<file path="config.mk">
export PLATFORM = sky130hd
export DESIGN_NAME = mod_deser
export DESIGN_NICKNAME = d
export VERILOG_FILES = /design/src/rtl/mod_deser.sv
export SDC_FILE = /design/constraint.sdc
export NUM_CORES = 1
export LEC_CHECK = 0
export CAP_MARGIN = 20
export CORE_MARGIN = 2
export CORE_UTILIZATION = 30
export CTS_BUF_LIST = sky130_fd_sc_hd__clkbuf_4
export CTS_CLUSTER_SIZE = 16
export DETAILED_ROUTE_END_ITERATION = 12
export MAX_ROUTING_LAYER = met4
export PLACE_DENSITY = 0.58
export SETUP_SLACK_MARGIN = 0.15
export SYNTH_ARGS = -nofsm -noshare
export SYNTH_HDL_FRONTEND = slang
export SYNTH_SLANG_ARGS = --single-unit
</file>
<file path="constraint.sdc">
create_clock -name clk -period 2.7 [get_ports clk]
set_input_delay 0.675 -clock clk [delete_from_list [all_inputs] [get_ports clk]]
set_output_delay 0.675 -clock clk [all_outputs]
set_load 0.01 [all_outputs]
</file>
<file path="src/rtl/mod_deser.sv">
// Stream deserializer: packs RATIO narrow beats into one wide word, with
// early packet close on s_last (unwritten slices padded, flagged by m_keep).
//
// state    | meaning
// ST_EMPTY | no output word held, upstream may fill freely
// ST_HOLD  | output word valid, waiting for m_ready
module mod_deser #(
   parameter int                DWIDTH    = 8,
   parameter int                RATIO     = 4,
   parameter bit                MSB_FIRST = 1'b1,
   parameter logic [DWIDTH-1:0] PAD       = '0
) (
   input  logic                      clk,
   input  logic                      rst_n,
   input  logic                      s_valid,
   output logic                      s_ready,
   input  logic [DWIDTH-1:0]         s_data,
   input  logic                      s_last,
   output logic                      m_valid,
   input  logic                      m_ready,
   output logic [DWIDTH*RATIO-1:0]   m_data,
   output logic [RATIO-1:0]          m_keep,
   output logic                      m_last,
   output logic [15:0]               word_cnt
);

   localparam int KW = $clog2(RATIO);
   localparam int WW = DWIDTH * RATIO;

   typedef enum logic {ST_EMPTY, ST_HOLD} state_t;

   state_t            state_q, state_d;
   logic [KW-1:0]     k_q, k_d;
   logic [WW-1:0]     acc_q, acc_d, merged;
   logic [RATIO-1:0]  wr_q, wr_d, wr_merged;
   logic [WW-1:0]     m_data_d;
   logic [RATIO-1:0]  m_keep_d;
   logic              m_last_d;
   logic [15:0]       word_cnt_d;
   logic [KW-1:0]     slice;
   logic              accept, close, out_take;

   assign m_valid  = (state_q == ST_HOLD);
   assign s_ready  = rst_n && (!m_valid || m_ready);
   assign accept   = s_valid && s_ready;
   assign out_take = m_valid && m_ready;
   assign slice    = MSB_FIRST ? (KW'(RATIO - 1) - k_q) : k_q;
   assign close    = accept && ((k_q == KW'(RATIO - 1)) || s_last);

   always_comb begin
      merged     = acc_q;
      wr_merged  = wr_q;
      state_d    = state_q;
      k_d        = k_q;
      acc_d      = acc_q;
      wr_d       = wr_q;
      m_data_d   = m_data;
      m_keep_d   = m_keep;
      m_last_d   = m_last;
      word_cnt_d = word_cnt;

      for (int i = 0; i < RATIO; i++) begin
         if (KW'(i) == slice) begin
            merged[i*DWIDTH +: DWIDTH] = s_data;
            wr_merged[i]               = 1'b1;
         end
      end

      if (out_take) begin
         word_cnt_d = word_cnt + 16'd1;
         state_d    = ST_EMPTY;
      end

      if (close) begin
         state_d  = ST_HOLD;
         k_d      = '0;
         acc_d    = {RATIO{PAD}};
         wr_d     = '0;
         m_keep_d = wr_merged;
         m_last_d = s_last;
         // Padding is chosen by the write mask, so the accumulator's
         // post-reset contents never leak into a short word.
         for (int i = 0; i < RATIO; i++) begin
            m_data_d[i*DWIDTH +: DWIDTH] = wr_merged[i] ? merged[i*DWIDTH +: DWIDTH] : PAD;
         end
      end else if (accept) begin
         k_d   = k_q + KW'(1);
         acc_d = merged;
         wr_d  = wr_merged;
      end
   end

   always_ff @(posedge clk) begin
      if (!rst_n) begin
         state_q  <= ST_EMPTY;
         k_q      <= '0;
         acc_q    <= '0;
         wr_q     <= '0;
         m_data   <= '0;
         m_keep   <= '0;
         m_last   <= 1'b0;
         word_cnt <= '0;
      end else begin
         state_q  <= state_d;
         k_q      <= k_d;
         acc_q    <= acc_d;
         wr_q     <= wr_d;
         m_data   <= m_data_d;
         m_keep   <= m_keep_d;
         m_last   <= m_last_d;
         word_cnt <= word_cnt_d;
      end
   end

endmodule

</file>
# After elaboration in Yosys (flattened, before gate mapping)
# Index checks and enable logic that the tools add are counted.
# totals
reg_bits,92
inputBits,13
output_inout_bits,55
wordCells,40
# classes
n_addsub,3
eq_ne,4
muxes,14
n_bitwise,1
reduce_logical,10
# ops
op,count
2-to-1 mux 8 bit,8
"adder 16 x 1 -> 16 bit, second input constant",1
2-to-1 mux 1 bit,6
"equality test 2 bit, first input constant",2
logical AND 1 bit,4
"adder 2 x 1 -> 2 bit, second input constant",1
"equality test 1 x 2 -> 1 bit, first input constant",1
"equality test 2 bit, second input constant",1
zero test 2 bit,1
logical OR 1 bit,2
nonzero test 2 bit,1
OR reduction 2 bit,1
"subtractor 2 bit, first input constant",1
zero test 1 bit,1
inverter 1 bit,1

# Longest topological paths before layout
# Gate-level depths: netlist (run 1).
# depth
ltp_word,6
mapped_depth,7
depth_no_buf,5

# Worst setup path before layout (run 1)
# OpenSTA, ideal clock, no wires.
# synth_path
path_kind,input port to output port
startpoint,in rst_n
endpoint,out s_ready
arrival_ps,1192
required_ps,2025
slack_ps,833
cell_stages,3
path_buffers,1
path_cell_list,inv_2 buf_1 nor2_1
# synth_via
elab_chain_cells,1
# synth_rtl
item,line_no,source
from (decl),14,"input logic rst_n,"
logical AND 1 bit,44,assign s_ready = rst_n && (!m_valid || m_ready);
to (decl),16,"output logic s_ready,"
# Every way passes these cells.

# Worst setup path in the final report (run 1)
# layout_path
startpoint,in m_ready
endpoint,out s_ready
# layout_via
elab_chain_cells,2
# layout_rtl
item,line_no,source
from (decl),20,"input logic m_ready,"
logical OR 1 bit,44,
logical AND 1 bit,44,
# Every way passes these cells.

==> impl_results.md, run 1 <==
- Half-perimeter wire length after detailed placement: 5.91 mm
- TritonCTS Buffers: 9
- Worst-Skew Late Latency: between 0.4 and 0.5 ns
- CP max FO: 2
- Final Max Slew Viols: 0
- Nets: 477
- Number of global-route vias before repair: 2785
- Setup TNS: 0 ns
- First-pass GRT wire length: 13.6 mm
- Chip Width: 116 microns
- Dpl cells: 619
- Reg2Reg Setup Slack: approximately 0.97 ns
- CTS root buf: clkbuf_4
- Routability Congestion: about 0.85
- Initial antenna violation count: 0
- Total die area: approximately 0.014 sq mm
- LEAKAGE: 1.83 nW
- Min-delay worst type: flop to flop
- Total of max-cap violations: 0
- Cell count after synthesis: 397
- Peak supply drop: 180 uV
- Pre-antenna DRT Iters: 4
- Residual DRC: 0
- Total congestion overflow: 0
- Achievable clock frequency: 0.440 GHz
- CP endpoint kind: output pin
- Final hold violation count: 0
- Detailed Route WL: 8.55 mm
- Sink Count: 92
- CTS tree: done
- Fin Hold WS: 0.459 ns
- Cell Pwr Density: between 400 and 500 mW/mm^2
- Seq/Total Area, Yosys: 48.5%
- PnR Total Power: 0.00227 W
- Synth cell types: 35
- Origin of the critical flop-to-flop path: k_q[0]
- Starting density of the core: between 30% and 40%
- Vert. Die Dim: 116 microns
- Max stage delay cell, worst path: clkdlybuf4s50_1
- H-tree lvl count: 3
- Cell taking the most area after synthesis: dfxtp_1
- Tmin final: 2.27 ns
- Share of cells above drive strength 1: 8.62%
- Reg2reg end: acc_q[10]
- DR iter-0 viols: about 170
- Syn_nets: 415
- Number of synthesized flops with an enable pin: 0
- Async S/R FF share, synth: 0%
- Syn avg cell area: 9.56 sq um
- Core area: about 0.012 sq mm
- Final std cells w/o fill: 636
- Rows: 41
- Fin crit share: a little over four fifths
- Pin count of the biggest net entering global routing: 38
- P&R area growth vs syn: 24.5%
- Worst Min Path Start: m_keep[2]
- Endpoint, Worst Hold: m_keep[2]
- Worst slew pin tran: 0.589 ns
- Crit path cell chain: clkdlybuf4s50_1, nor2b_4, nor2_1, dlygate4sd2_1
- Type of origin of the critical path: primary input
- ANT cells: 0
- Most used DFF post-synth: dfxtp_1
- Slew HR: 60.7%
- Hold Path Depth: 2
- Vias/cell: 4.51
- WS Path Type: primary input to output pin
- R2R cell count: 6
- Clock skew: 0.0144 ns
- Clock transition at path regs: 0.15 ns
- Most frequent cells in the layout: dfxtp_1 (92), mux2i_1 (67), clkdlybuf4s50_1 (66)
- Outcome: finished clean
- PortBufs: 67
- Unrepaired setup endpoints after global routing: false
- Mapped cell area: 0.00379 sq mm
- Largest cells by area after synthesis: dfxtp_1 (49%), mux2i_1 (18%), nand2_1 (5.0%)
- Critical path's largest stage delay: 0.53 ns
- Antenna viol nets, final: 0
- Number of synthesized register bits: 92
- Critical Path RT: 2.03 ns
- Max Root-Sink Buffers: 2
- Setup Viol. Count Final: 0
- Io pins: 68
- Routed WL per cell: 13.4 microns
- Most common cell after layout, fill and taps aside: dfxtp_1
- GRT Util Overall: between 10% and 20%
- Top cell type's share of synthesized area: 48.5%
- Synth warnings: 0
- Vias post-DR: 2866
- Critical path launch point: m_ready
- Crit path arrival time: 1.60 ns
[final cells by class]
cell class	count	area, sq um
clock inverters	6	46.3
flip-flops and latches	92	1840
fillers	1253	7740
clock buffers	10	75.1
multi-input cells	267	1740
inverters	10	37.5
well taps	172	215
repair buffers	79	772
[critical path, delay by kind of cell]
kind,cells,cell delay (ns)
and+or+nand+nor,2,0.12
buffers and inverters,2,0.80
[power breakdown]
part | internal [W] | switching, W
logic | 0.0000879 | 0.000117
clock network | 0.000206 | 0.000475
registers | 0.00138 | 0.0000110
total | 0.00167 | 0.000603
[Yosys cell counts, types with 2 or more instances]
master,count
clkbuf_1,8
o21ai_1,31
a21oi_1,9
nand2_1,51
nand4_1,7
nand3_1,8
dfxtp_1,92
xnor2_1,10
nor4_1,3
o21ai_2,4
nor3_1,8
inv_1,9
buf_2,7
xor2_1,2
buf_4,7
o21ai_0,2
nor2_1,47
ha_1,5
mux2i_1,67
buf_6,5
[kinds of logic after synthesis]
logic type | Yosys count | synth area share (%)
DFF | 92 | 48.5
xor gates and xnor gates | 12 | 2.77
adders and majority gates | 5 | 1.65
AOI/OAI and AO/OA | 49 | 7.29
buffers and inverters | 38 | 5.67
and+or+nand+nor | 134 | 16.4
muxes | 67 | 17.7
[how the worst max path moves through the flow]
stage,endpoint,slack [ns],cells past startpoint
3_3_place_gp,s_ready,0.12,4
5_1_grt,s_ready,0.38,4
4_1_cts,s_ready,0.42,4
3_5_place_dp,s_ready,0.11,4
6_report,s_ready,0.43,4
2_1_floorplan,s_ready,0.83,3
[layer usage]
layer  up-vias  global-route usage, %  routed length [microns]
li1       1455                      -                        -
met1      1333                   17.2                     4010
met2        65                   21.4                     4020
met3        13                   2.02                      347
met4         0                   5.71                      161
met5         -                      -                        0
[what timing repair did]
action / CTS / global route
gates resized for setup: 1 / 0
hold buffers: 0 / 0
setup endpoints to repair: 1 / 0
setup buffers: 1 / 0
[registers in the layout, summed over array words and instances, names as in the netlist]
signal,flops
m_last,1
m_data,32
acc_q,32
m_valid,1
wr_q,4
k_q,2
m_keep,4
word_cnt,16
[per-stage QoR]
step	cell area (sq um)	utilization [%]	worst slack, ns
2_1_floorplan	3790	-	0.833
5_1_grt	4720	37.9	0.382
4_1_cts	4720	37.9	0.419
3_3_place_gp	4600	36.9	0.119
6_report	4720	37.9	0.426
3_5_place_dp	4600	36.9	0.108
No activity file was read; power rests on OpenSTA's default activity.
==> inputs of run 2 (changes only) <==
Clock period 2.7 ns to 2.3 ns, I/O delays scaled along.
==> impl_results.md, run 2 (same netlist as run 1, synthesis figures left out) <==
- Worst Min Path Start: m_data[2] (was m_keep[2])
- Half-perimeter wire length after detailed placement: 6.19 mm (was 5.91 mm)
- Clock transition at path regs: 0.14 ns (was 0.15 ns)
- First-pass GRT wire length: 14.2 mm (was 13.6 mm)
- Routed WL per cell: 13.8 microns (was 13.4 microns)
- CTS root buf: clkbuf_4 (unchanged)
- Initial antenna violation count: 0 (unchanged)
- Min-delay worst type: flop to flop (unchanged)
- DR iter-0 viols: 153 (was 167)
- Most common cell after layout, fill and taps aside: dfxtp_1 (unchanged)
- Reg2Reg Setup Slack: 0.52 ns (was 0.97 ns)
- Rows: 41 (unchanged)
- Chip Width: 116 microns (unchanged)
- GRT Util Overall: 14.1% (was 13.5%)
- Reg2reg end: acc_q[8] (was acc_q[10])
- Regs by FF count: acc_q x32, m_data x32, word_cnt x16 (unchanged)
- Total congestion overflow: 0 (unchanged)
- Vias post-DR: 2912 (was 2866)
- Vert. Die Dim: 116 microns (unchanged)
- CTS tree: done (unchanged)
- Worst slew pin tran: 0.590 ns (was 0.589 ns)
- Nets: 479 (was 477)
- R2R cell count: 6 (unchanged)
- Critical Path RT: 1.73 ns (was 2.03 ns)
- Max Root-Sink Buffers: 2 (unchanged)
- Final Max Slew Viols: 0 (unchanged)
- Sink Count: 92 (unchanged)
- Slew HR: 60.7% (about the same)
- Routability Congestion: 0.838 (was 0.847)
- Worst setup margin: 0.200 ns (was 0.426 ns)
- Total of max-cap violations: 0 (unchanged)
- Fin crit share: about nine tenths
- Total die area: 0.0136 sq mm (unchanged)
- Detailed Route WL: 8.81 mm (was 8.55 mm)
- Fin Hold WS: 0.455 ns (was 0.459 ns)
- Achievable clock frequency: around 0.48 GHz
- Post-CTS Hold Fix Bufs: 0 (unchanged)
- Setup WS pre-CTS: -0.0873 ns (was 0.108 ns)
- Final hold violation count: 0 (unchanged)
- Origin of the critical flop-to-flop path: k_q[0] (unchanged)
- CP max FO: 5 (was 2)
- LEAKAGE: 1.84 nW (was 1.83 nW)
- P&R area growth vs syn: 25.4% (was 24.5%)
- Crit path arrival time: 1.52 ns (was 1.60 ns)
- Starting density of the core: 30.4% (unchanged)
- Outcome: finished clean (unchanged)
- Vias/cell: 4.56 (was 4.51)
- Tmin final: 2.10 ns
- Most frequent cells in the layout: dfxtp_1 (91), mux2i_1 (67), clkdlybuf4s50_1 (66) (was dfxtp_1 (92), mux2i_1 (67), clkdlybuf4s50_1 (66))
- PortBufs: 67 (unchanged)
- Io pins: 68 (unchanged)
- Endpoint, Worst Hold: m_data[2] (was m_keep[2])
- Residual DRC: 0 (unchanged)
- Antenna viol nets, final: 0 (unchanged)
- CP endpoint kind: output pin (unchanged)
- Post-CTS setup buffers: 0 (was 1)
- Setup Viol. Count Final: 0 (unchanged)
- Pin count of the biggest net entering global routing: 38 (unchanged)
- Number of global-route vias before repair: 2852 (was 2785)
- ANT cells: 0 (unchanged)
- Clock skew: 0.0212 ns (was 0.0144 ns)
- FILL cells: 1286 (was 1253)
- Core area: 0.0125 sq mm (unchanged)
- Worst-Skew Late Latency: 0.45 ns (about the same)
- H-tree lvl count: 3 (unchanged)
- Type of origin of the critical path: flop (was primary input)
- Cell Pwr Density: 582 mW/mm^2 (was 481 mW/mm^2)
- Peak supply drop: 289 uV (was 180 uV)
- PnR Total Power: 0.00277 W (was 0.00227 W)
- WS Path Type: flop to output pin (was primary input to output pin)
- Pre-antenna DRT Iters: 5 (was 4)
- TritonCTS Buffers: 9 (unchanged)
- Hold Path Depth: 2 (unchanged)
- Unrepaired setup endpoints after global routing: false (unchanged)
- Share of cells above drive strength 1: 9.23% (was 8.62%)
==> run 2: power breakdown <==
group          switching [W]  leakage, nW  internal (W)
Clock               0.000555       0.0704      0.000342
Sequential         0.0000143        0.744       0.00162
Combinational       0.000136         1.03      0.000106
Total               0.000706         1.84       0.00206
==> run 2: metrics by stage <==
stage	instance area (sq um)	util, %	TNS (ns)	std cells
after floorplan	3790	-	0	397
after global placement	4620	37.1	-0.0357	622
after detailed placement	4620	37.1	-0.0873	622
after CTS	4760	38.2	0	638
after global routing	4760	38.2	0	638
final	4760	38.2	0	638
==> run 2: layer usage <==
metal	up-vias	global-route usage (%)	wire [microns]
met4	0	6.51	131
met3	10	2.39	344
li1	1454	-	-
met1	1385	18.0	4260
met2	63	21.9	4080
met5	-	-	0
==> run 2: worst max-delay path by stage <==
stage,start,to,cells after the start
2_1_floorplan,rst_n,s_ready,3
3_3_place_gp,m_ready,s_ready,4
3_5_place_dp,m_ready,s_ready,4
4_1_cts,m_valid,m_valid,2
5_1_grt,m_valid,m_valid,2
6_report,m_valid,m_valid,2
==> run 2: worst max-delay path, cell delays in order (launching register included) <==
cell and delay [ns]:
dfxtp_4 0.40, buf_4 0.13, clkdlybuf4s50_1 0.53
==> run 2: cell type report <==
| cell class | count | area [sq um] | share of cell area (%) |
|---|---|---|---|
| flip-flops and latches | 92 | 1850 | 38.8 |
| multi-input cells | 267 | 1740 | 36.5 |
| repair buffers | 81 | 783 | 16.5 |
| well taps | 172 | 215 | 4.53 |
| clock buffers | 10 | 75.1 | 1.58 |
| clock inverters | 6 | 62.6 | 1.32 |
| inverters | 10 | 37.5 | 0.789 |
==> run 2: repair_timing <==
item                       4_1_cts  5_1_grt
cloned                           0        0
resized for setup                3        2
pin swaps                        0        0
setup endpoints to repair        2        1
==> inputs of run 3 (changes only) <==
Settings changed: CAP_MARGIN 20 to not set.
==> results of run 3 <==
The final DEF is identical to that of run 2; final timing and power are the same.
